<file path="src/rtl/sram_mem_controller_if.sv">
// Pipeline-side MEM-stage bus between the CPU pipeline (master) and the SRAM
// controller (slave). The SRAM pins are separate plain ports on the controller.
interface sram_mem_controller_if;
  logic        mem_r_enable;
  logic        mem_w_enable;
  logic [31:0] address;
  logic [31:0] wdata;
  logic [31:0] rdata;
  logic        ready;
  logic        stall;

  modport master (
    output mem_r_enable, mem_w_enable, address, wdata,
    input  rdata, ready, stall
  );

  modport slave (
    input  mem_r_enable, mem_w_enable, address, wdata,
    output rdata, ready, stall
  );
endinterface

</file>
<file path="src/rtl/sram_mem_controller.sv">
// Sequences 32-bit LDR/STR accesses onto a 16-bit async SRAM as two half-word
// accesses (low then high), each held WAIT_CYCLES, stalling the pipeline meanwhile.
module sram_mem_controller #(
  parameter int BASE_ADDR   = 1024,
  parameter int WAIT_CYCLES = 2,
  parameter int SRAM_AW     = 18
) (
  input  logic               clk,
  input  logic               rst,
  sram_mem_controller_if.slave bus,
  output logic [SRAM_AW-1:0] sram_addr,
  output logic [15:0]        sram_wdata,
  input  logic [15:0]        sram_rdata,
  output logic               sram_we_n,
  output logic [1:0]         dbg_state
);

  // Handshake: the MEM stage holds a request (mem_r_enable/mem_w_enable) together
  // with address/wdata; stall stays high until the word completes, then ready
  // pulses for one cycle while stall is low so the pipeline advances exactly once.
  localparam logic [1:0] S_IDLE = 2'd0;
  localparam logic [1:0] S_LOW  = 2'd1;
  localparam logic [1:0] S_HIGH = 2'd2;
  localparam logic [1:0] S_DONE = 2'd3;

  localparam int             CW       = (WAIT_CYCLES > 1) ? $clog2(WAIT_CYCLES) : 1;
  localparam logic [CW-1:0]  CNT_LAST = CW'(WAIT_CYCLES - 1);

  logic [1:0]         state;
  logic [CW-1:0]      cnt;
  logic [31:0]        rdata_q;
  logic [SRAM_AW-2:0] word_q;
  logic [31:0]        wdata_q;
  logic               op_write_q;

  logic               req;
  logic [SRAM_AW-2:0] word_next;

  assign req = bus.mem_r_enable | bus.mem_w_enable;

  // Byte offset from BASE_ADDR wraps modulo 2^32; byte lane bits are dropped.
  assign word_next = (SRAM_AW-1)'((bus.address - 32'(BASE_ADDR)) >> 2);

  always_ff @(posedge clk) begin
    if (!rst) begin
      state      <= S_IDLE;
      cnt        <= '0;
      rdata_q    <= '0;
      word_q     <= '0;
      wdata_q    <= '0;
      op_write_q <= 1'b0;
    end else begin
      case (state)
        S_IDLE: begin
          if (req) begin
            word_q     <= word_next;
            wdata_q    <= bus.wdata;
            op_write_q <= bus.mem_w_enable & ~bus.mem_r_enable;
            cnt        <= '0;
            state      <= S_LOW;
          end
        end
        S_LOW: begin
          if (cnt == CNT_LAST) begin
            cnt <= '0;
            if (!op_write_q) rdata_q[15:0] <= sram_rdata;
            state <= S_HIGH;
          end else begin
            cnt <= cnt + CW'(1);
          end
        end
        S_HIGH: begin
          if (cnt == CNT_LAST) begin
            cnt <= '0;
            if (!op_write_q) rdata_q[31:16] <= sram_rdata;
            state <= S_DONE;
          end else begin
            cnt <= cnt + CW'(1);
          end
        end
        S_DONE: state <= S_IDLE;
        default: state <= S_IDLE;
      endcase
    end
  end

  // SRAM pins depend only on registered state and latches.
  always_comb begin
    sram_addr  = '0;
    sram_wdata = '0;
    sram_we_n  = 1'b1;
    case (state)
      S_LOW: begin
        sram_addr  = {word_q, 1'b0};
        sram_wdata = wdata_q[15:0];
        sram_we_n  = ~op_write_q;
      end
      S_HIGH: begin
        sram_addr  = {word_q, 1'b1};
        sram_wdata = wdata_q[31:16];
        sram_we_n  = ~op_write_q;
      end
      default: ;
    endcase
  end

  assign bus.rdata = rdata_q;
  assign bus.ready = (state == S_DONE);
  assign bus.stall = ((state == S_IDLE) && req) || (state == S_LOW) || (state == S_HIGH);
  assign dbg_state = state;

endmodule

</file>
<file path="src/flat_wrapper.sv">
// flat-port wrapper written by rule: the top's interface ports become plain ports
module sram_mem_controller_flat 
#(
  parameter int BASE_ADDR   = 1024,
  parameter int WAIT_CYCLES = 2,
  parameter int SRAM_AW     = 18
)
  (clk, rst, sram_addr, sram_wdata, sram_rdata, sram_we_n, dbg_state, bus_mem_r_enable, bus_mem_w_enable, bus_address, bus_wdata, bus_rdata, bus_ready, bus_stall);
  sram_mem_controller_if bus_i ();
  input  logic clk;
  input  logic rst;
  output logic [SRAM_AW-1:0] sram_addr;
  output logic [15:0] sram_wdata;
  input  logic [15:0] sram_rdata;
  output logic sram_we_n;
  output logic [1:0] dbg_state;
  input wire logic [$bits(bus_i.mem_r_enable)-1:0] bus_mem_r_enable;
  input wire logic [$bits(bus_i.mem_w_enable)-1:0] bus_mem_w_enable;
  input wire logic [$bits(bus_i.address)-1:0] bus_address;
  input wire logic [$bits(bus_i.wdata)-1:0] bus_wdata;
  output wire logic [$bits(bus_i.rdata)-1:0] bus_rdata;
  output wire logic [$bits(bus_i.ready)-1:0] bus_ready;
  output wire logic [$bits(bus_i.stall)-1:0] bus_stall;
  assign bus_i.mem_r_enable = bus_mem_r_enable;
  assign bus_i.mem_w_enable = bus_mem_w_enable;
  assign bus_i.address = bus_address;
  assign bus_i.wdata = bus_wdata;
  assign bus_rdata = bus_i.rdata;
  assign bus_ready = bus_i.ready;
  assign bus_stall = bus_i.stall;
  sram_mem_controller #(.BASE_ADDR(BASE_ADDR), .WAIT_CYCLES(WAIT_CYCLES), .SRAM_AW(SRAM_AW)) u_core (.clk(clk), .rst(rst), .bus(bus_i), .sram_addr(sram_addr), .sram_wdata(sram_wdata), .sram_rdata(sram_rdata), .sram_we_n(sram_we_n), .dbg_state(dbg_state));
endmodule
</file>
<file path="config.mk">
export PLATFORM = sky130hd
export DESIGN_NAME = sram_mem_controller_flat
export DESIGN_NICKNAME = d
export VERILOG_FILES = /design/src/rtl/sram_mem_controller_if.sv /design/src/rtl/sram_mem_controller.sv /design/src/flat_wrapper.sv
export SDC_FILE = /design/constraint.sdc
export NUM_CORES = 1
export LEC_CHECK = 0
export CORE_UTILIZATION = 45
export DETAILED_ROUTE_END_ITERATION = 6
export GPL_TIMING_DRIVEN = 1
export PLACE_DENSITY_LB_ADDON = 0.25
export SLEW_MARGIN = 20
export SYNTH_ARGS = -nofsm -noshare
export SYNTH_HDL_FRONTEND = slang
export SYNTH_SLANG_ARGS = --single-unit
</file>
<file path="constraint.sdc">
create_clock -name clk -period 3.75 [get_ports clk]
set_input_delay 0.375 -clock clk [delete_from_list [all_inputs] [get_ports clk]]
set_output_delay 0.375 -clock clk [all_outputs]
set_load 0.02 [all_outputs]
</file>
==> metrics, run 1 <==
outcome=finished, final reports clean; TritonCTS Buffers=9; Initial Util=47.6%; CP delay by family, top=buffers and inverters; leakage=~1.8 nW; Hold WC Path Type=flop to flop; Post-Syn Area=~3500 um2; CTS tree=built; Clock transition at path regs=70 ps; I/O pins=~160; RSZ-0062 raised after global routing=no; routed wire length=9.06 mm; flops & latches, synth=85; Synth Instances=~450; wire per inst=13.3 um; max_slew headroom=42.8%; Synth top cells by count=145 x nand2_1, 85 x dfxtp_1, 78 x a21oi_1; clk_skew=6.20 ps; nets=~670; clock buffer depth=2; Worst Setup Start Kind=flop; most numerous cell in the Yosys netlist=nand2_1; synth unique cells=36; GPL Wtd Cong=0.770; TritonRoute pass-1 iters=5; Fin Setup TNS=0 ps; Hold Buf Count CTS=0; fin util=70.0%; Crit. End Element=output pin; fraction of registers with async set/reset=0%; total congestion overflow=0; Placeable Area=approximately 7400 um2; Crit Path Max Fanout=22; die footprint=8190 um2; first-pass GRT wire length=14.9 mm; Synthesized Nets=542; critical path arrival=2830 ps; vias in the first global route=3267; Pwr Total=approximately 2.9 mW; DR DRC count=0; Post-CTS Setup Inserts=0; Vias/cell=around 5; syn avg cell area=between 7 and 8 um2; Ys Warns=0; Die X=90.5 um; CTS sink cnt=85; Detailed Route Iter0 Violations=about 170; H-Tree Depth=3; Critical Setup Path Class=flop to output pin; largest stage delay on the critical path=700 ps; endpoints failing hold=0; worst-margin pin slew=857 ps; Data required, critical path=roughly 3400 ps; max-slew violation count=0; Synth top area share=approximately half; clock tree root buffer cell=clkbuf_8; P per Cell Area=559 nW/um2; EDFF count, synth=0; Synth Flop Type=dfxtp_1; Peak VDD IR=roughly 0.32 mV; Buf/Inv on CP=2; share of layout cells above drive strength 1=under 10%; dpl hpwl=6.24 mm; Final Setup Violations=0; Tcrit/Tclk final=~85%; post-synth top area cell=dfxtp_1; initial antenna violation count=0; Seq/Total Area, Yosys=48.3%; Skew-Pair Late Insertion Delay=350 ps; dominant cells by area after synthesis=dfxtp_1 48%, nand2_1 15%, a21oi_1 11%, a22oi_1 3.4%, and2_1 3.0%; Slowest cell on crit path=ha_1; Die H=90.5 um; Area Growth Syn to Fin=47.1%; GRT Overall Usage=between 20% and 30%; MaxCap Viol Count=0; largest net degree at the start of global routing=59; Port Buffers=~140; critical-path cell list=inv_1 -> ha_1 -> o21a_1 -> and2_1 -> clkdlybuf4s50_1; Routed Antenna Nets=0; row count=31; Max Fclk=0.312 GHz; min Tclk post-route=3200 ps; via count of the routed design=3457; CTS resizes=0; ANT cells=0
-- worst min-delay path: stages (launching register included) --
cell and delay, ps:
dfxtp_1 310, nand2_1 50, a21oi_1 50
-- placed cells by master (no fill, tap or decap), types with 2 or more instances in the layout --
master	count
a211oi_1	3
a21oi_1	78
a22oi_1	16
a31oi_1	4
and2_1	17
and3b_1	2
buf_4	5
bufinv_16	2
clkbuf_1	2
clkbuf_8	11
clkdlybuf4s50_1	139
dfxtp_1	85
ha_1	6
inv_1	4
nand2_1	145
nand2b_1	2
nand3b_1	3
nor2_1	4
nor2b_1	16
nor3b_1	2
o21ai_0	10
o31ai_1	2
or3_1	4
or4_1	2
-- cell families after synthesis --
kind of cell | after synthesis | synth area share (%)
AO/OA/AOI/OAI | 119 | 19.0
flip-flops | 85 | 48.3
AND/OR/NAND/NOR | 203 | 26.0
buffers and inverters | 37 | 4.05
XOR/XNOR | 2 | 0.497
adder cells (fa/ha/maj) | 6 | 2.13
-- stage by stage --
stage,hold slack (ps),cells,worst slack (ps),cell area [um2]
final,455,679,548,5180
after global routing,470,679,355,5180
after CTS,457,679,520,5180
after global placement,441,663,1010,4960
after floorplan,432,452,1660,3520
after detailed placement,446,663,905,4960
-- power breakdown --
group          internal, mW  total, mW  switching, mW  leakage, nW
clock network         0.412      0.721          0.309        0.110
logic                 0.426      0.992          0.566         1.02
registers              1.08       1.18          0.103        0.696
total                  1.92       2.90          0.978         1.82
-- state kept, by name, summed over array words and instances (netlist names) --
signal             count
u_core.word_q         17
u_core.wdata_q        32
u_core.dbg_state       2
u_core.op_write_q      1
u_core.cnt             1
u_core.bus.rdata      32
-- metal layers --
layer	share of wire, %	wire length, um	up-vias	track usage (%)
met5	0	0	-	0
met4	1.6	149	0	8.87
met3	7.1	645	12	5.98
met2	50	4540	116	38.6
met1	41	3720	1584	26.8
li1	-	-	1745	-
-- final timing paths --
kind	startpoint	endpoint	slack (ps)	cells past startpoint
worst max-delay path	u_core.dbg_state[1]$_SDFFE_PN0P_	sram_addr[12]	550	5
worst min-delay path	u_core.bus.rdata[5]$_SDFFE_PN0P_	u_core.bus.rdata[5]$_SDFFE_PN0P_	460	2
worst max register to register	u_core.dbg_state[1]$_SDFFE_PN0P_	u_core.bus.rdata[6]$_SDFFE_PN0P_	1430	5
worst min register to register	u_core.bus.rdata[5]$_SDFFE_PN0P_	u_core.bus.rdata[5]$_SDFFE_PN0P_	460	2
-- layout make-up --
cell class	instances	area, um2
Tap cell	99	124
Fill cell	645	2220
Clock inverter	3	67.6
Sequential cell	85	1700
Timing Repair Buffer	144	1430
Inverter	5	18.8
Multi-Input combinational cell	330	1680
Clock buffer	13	159
(Power assumes the default switching activity.)
==> run 2, diff against run 1 <==
SLEW_MARGIN = default   (was 20)
==> results of run 2 <==
Final layout, timing and power as in run 1 (identical DEF).
==> RTL change 1 (config.mk and constraints of run 1) <==
`SRAM_AW` is set to 18 in 2 places; all go to 36.
--- a/src/rtl/sram_mem_controller.sv
+++ b/src/rtl/sram_mem_controller.sv
@@ -3,7 +3,7 @@
 module sram_mem_controller #(
   parameter int BASE_ADDR   = 1024,
   parameter int WAIT_CYCLES = 2,
-  parameter int SRAM_AW     = 18
+  parameter int SRAM_AW     = 36
 ) (
   input  logic               clk,
   input  logic               rst,
--- a/src/flat_wrapper.sv
+++ b/src/flat_wrapper.sv
@@ -3,7 +3,7 @@
 #(
   parameter int BASE_ADDR   = 1024,
   parameter int WAIT_CYCLES = 2,
-  parameter int SRAM_AW     = 18
+  parameter int SRAM_AW     = 36
 )
   (clk, rst, sram_addr, sram_wdata, sram_rdata, sram_we_n, dbg_state, bus_mem_r_enable, bus_mem_w_enable, bus_address, bus_wdata, bus_rdata, bus_ready, bus_stall);
   sram_mem_controller_if bus_i ();
Ports: changed (resized sram_addr); port bits go from 155 to 173. No check against the original RTL was run, so the function may have changed too.
==> RTL change 1 against run 1 <==
  * Sequential cell count grew 14
  * Global-route usage grew 0.73 points
  * Total power grew 13%
  * Clock skew grew 0.0066 ns
  * Largest power group unchanged
  * Synthesized area grew 23%
  * Worst setup slack gained 0.011 ns
  * Largest cell class is now multi-input combinational cells
  * Worst hold slack gained 0.0012 ns
  * Wire length grew 31%
  * Design area grew 21%
  * Critical path type unchanged
==> RTL change 1: results (changes against run 1) <==
yosys.cell_types.count: 39  # +8.3%
routed_wl_mm: 11.8  # +31%
yosysSeqAreaShare_pct: 45.6  # -2.7 points
r2r_cells: 6  # +1
clk_latency_ns: 0.35  # about the same
place_ws_ns: 0.885  # -0.0195 ns
cts_buffers: 9  # unchanged
regToRegSetupSlack_ns: 1.41  # -0.02 ns
drt_iter0_markers: 136  # -19%
cts_resized: 0  # unchanged
dp_hpwl_mm: 8.21  # +32%
regArea_um2: 1980  # +16%
fin_crit_sh_pct: 85.1  # -0.29 points
antenna_found_initial: 0  # unchanged
root_buffer: "clkbuf_8"
cp-endpoint: "sram_addr[33]"
drive_above_1_share_pct: 3.94  # -0.54 points
synthTopCellsByCount: "154 x nand2_1, 99 x dfxtp_1, 85 x a21oi_1"
status: "completed"
p_leak_nw: 2.16  # +19%
drt-pass1-iter-count: 5  # unchanged
place.gp.congestion: 0.798  # +3.6%
fin_cells: 839  # +24%
grt_use_total_pct: 23.3  # +0.73 points
clk_pin_slew_ns: 0.09  # +0.02 ns
timing.rr.start: "u_core.dbg_state[0]"
worstHoldPathCells: 2  # unchanged
grt_pass1_vias: 4181  # +28%
hp-class: "reg2reg"
min_to: "u_core.word_q[3]"
place_inst: 823  # +24%
clk_path_buf_depth: 2  # unchanged
synth_area_leaders: "dfxtp_1 46%, nand2_1 13%, a21oi_1 9.8%"
final_nets: 794  # +19%
clock_skew_ns: 0.0128  # +0.00656 ns
crit_path_max_fanout: 31  # +41%
max-vdd-ir-drop_uv: 284  # -12%
place_area_um2: 6070  # +23%
async_reset_ff_share_pct: 0  # unchanged
ys.warnings.count: 0  # unchanged
start_kind: "register"
whs_ns: 0.456  # +0.00123 ns
reg2reg_to: "u_core.wdata_q[1]"
postCtsSetupBuffers: 0  # unchanged
critPathLaunch: "u_core.dbg_state[1]"
cp.arrival_ns: 2.82  # about the same
syn_avg_cell_area_um2: 7.72  # -0.90%
slew_headroom_pct: 41.8  # -0.96 points
port_buffers: 168  # +21%
fill_cells: 799  # +24%
holdCritStartpoint: "u_core.word_q[3]"
grt_max_degree: 49  # -17%
cts_max_level: 3  # unchanged
antenna_cells: 0  # unchanged
grt_pass1_wl_mm: 19.0  # +27%
via_per_inst: 5.22  # +2.6%
==> RTL change 1: cell types whose count changed after synthesis, sizes merged, moves of 7 or more <==
cell and delta:
nand2 +9, a21oi +7, o21ai +11, and2 +17, buf +7, dfxtp +14
nor2 +7
==> RTL change 1: logic make-up (layout without fill, tap and decap cells) <==
group | Yosys count | after routing | share of synthesized area, %
XOR/XNOR | 10 | 10 | 2.01
AND/OR/NAND/NOR | 252 | 252 | 27.2
adder cells (fa/ha/maj) | 5 | 5 | 1.44
AO/OA/AOI/OAI | 145 | 145 | 18.8
buffers and inverters | 50 | 196 | 4.72
flip-flops | 99 | 99 | 45.6
multiplexers | 1 | 1 | 0.230
other | 1 | 2 | 0.0862
==> RTL change 1: critical path: stages (launching register included) <==
cell and delay, ns:
dfxtp_1 0.43, inv_1 0.09, ha_1 0.64, nor2b_1 0.20, buf_4 0.28, and2_1 0.21
clkdlybuf4s50_1 0.62
==> RTL change 1: cell type report <==
class | count | area share, %
Clock buffer | 11 | 2.10
Inverter | 5 | 0.299
Multi-Input combinational cell | 415 | 34.8
Sequential cell | 99 | 31.6
Tap cell | 129 | 2.57
Clock inverter | 5 | 0.998
Timing Repair Buffer | 175 | 27.7
==> RTL change 1: report_power, final <==
group	total (W)	switching (W)	internal (W)
logic	0.00120	0.000702	0.000499
clock network	0.000682	0.000369	0.000313
registers	0.00139	0.000114	0.00127
total	0.00327	0.00118	0.00209
==> RTL change 1: per-layer routing <==
metal,global-route usage [%],vias up,part of all wire (%)
met5,0,-,0
met4,7.36,0,1.6
met3,5.50,15,6.7
met2,41.4,144,49
met1,27.8,2045,42
li1,-,2179,-
==> RTL change 2 (config.mk and constraints of run 1) <==
Made on the original files. Put one more register stage on the output `dbg_state`, without a reset. The value now appears one clock later. The other outputs are not delayed to match.
--- a/src/rtl/sram_mem_controller.sv
+++ b/src/rtl/sram_mem_controller.sv
@@ -107,7 +107,9 @@
   assign bus.rdata = rdata_q;
   assign bus.ready = (state == S_DONE);
   assign bus.stall = ((state == S_IDLE) && req) || (state == S_LOW) || (state == S_HIGH);
-  assign dbg_state = state;
+  always_ff @(posedge clk) begin
+    dbg_state <= state;
+  end
 
 endmodule
 
Formal check against the unedited RTL: not equivalent (a bounded check fails within 4 cycles, from zero or initial values and one cycle with rst low).
==> RTL change 2 against run 1 <==
  * Sequential cell count rose by 2
  * Total power rose by 1.4%
  * Design area grew 0.87%
  * Die area is 1.4% higher
  * Utilization is 2.0 points lower
  * Non-clock buffer count unchanged
  * Final cell count is 0.74% higher
  * Via count rose by 0.93%
  * Worst setup slack improved by 0.20 ns
  * Synthesized cell count increased by 0.44%
  * Wire length up 4.8%
  * Global-route usage is 0.47 points higher
  * Synthesized area up 1.4%
  * Largest power group unchanged
  * Highest routed layer unchanged
==> RTL change 2: results (changes against run 1) <==
status: "completed"
clock_skew_ns: 0.00891  # +0.00271 ns
flops_and_latches: 87  # +2.4%
grt_use_met1_pct: 27.3  # +0.51 points
pg_comb_w: 0.00103  # +4%
drt_iter0_markers: 151  # -10%
r2r_cells: 6  # +1
bufAreaShareNonClock_pct: 27.3  # -0.24 points
synthCells: 454  # +0.44%
use_met2_pct: 40.0  # +1.3 points
worstHoldPathCells: 0  # -2
synth_area_leaders: "dfxtp_1 49%, nand2_1 15%, a21oi_1 11%"
fin_cells: 684  # +0.74%
place_inst: 668  # +0.75%
yosysSeqAreaShare_pct: 48.7  # +0.44 points
p_sw_w: 0.00103  # +5.0%
grt_use_total_pct: 23.1  # +0.47 points
post-route-min-period_ns: 3.00  # -0.199 ns
seq_area_share_pct: 33.3  # +0.48 points
synth_top_area_share_pct: 48.7  # +0.44 points
grt_pass1_vias: 3340  # +2.2%
clock_cell_area_share_pct: 4.14  # -0.23 points
multi_input_comb_area_um2: 1700  # +0.67%
slew_headroom_pct: 29.5  # -13 points
synth.net_count: 544  # +0.37%
via_per_inst: 5.10  # +0.19%
cp.arrival_ns: 2.63  # -0.20 ns
RTL change 2: cell count changes after synthesis, moves of 2 or more:
| cell | run 1 | this run |
|---|---|---|
| or4_1 | 2 | 0 |
| dfxtp_1 | 85 | 87 |
| a211oi_1 | 3 | 7 |
| clkbuf_1 | 28 | 22 |
| buf_2 | 3 | 8 |
| nor3_1 | 1 | 5 |
| nand2b_1 | 2 | 0 |
| a31oi_1 | 4 | 2 |
| and4_1 | 0 | 3 |
| or3_1 | 4 | 2 |
RTL change 2: through the flow:
step | instance area (µm²) | total power [W] | setup WS (ns) | hold WS (ns)
floorplan | 3570 | 0.00187 | 1.79 | 0.379
global placement | 5010 | 0.00224 | 1.13 | 0.398
detailed placement | 5010 | 0.00227 | 1.08 | 0.404
CTS | 5230 | 0.00296 | 0.713 | 0.413
global route | 5230 | 0.00312 | 0.545 | 0.433
finish | 5230 | 0.00294 | 0.747 | 0.412
RTL change 2: logic make-up after synthesis:
| logic type | Yosys count | share of synthesized area (%) |
|---|---|---|
| and+or+nand+nor | 205 | 26.0 |
| AOI/OAI and AO/OA | 117 | 18.5 |
| DFF | 87 | 48.7 |
| buffers and inverters | 37 | 4.17 |
| adders and majority gates | 6 | 2.10 |
| xor gates and xnor gates | 2 | 0.490 |
RTL change 2: path summary, 6_finish.rpt:
path,from,end,slack [ns]
worst max-delay path,u_core.state[0],sram_addr[17],0.75
worst min-delay path,u_core.state[1],u_core.dbg_state[1],0.41
worst max register to register,u_core.state[0],u_core.bus.rdata[19],1.57
worst min register to register,u_core.state[1],u_core.dbg_state[1],0.41
RTL change 2: worst register-to-register path, stage by stage (launching register included):
cell,delay [ns]
dfxtp_1,0.36
inv_1,0.11
ha_1,0.49
buf_4,0.29
nand3b_1,0.47
nand2_1,0.25
a21oi_1,0.09
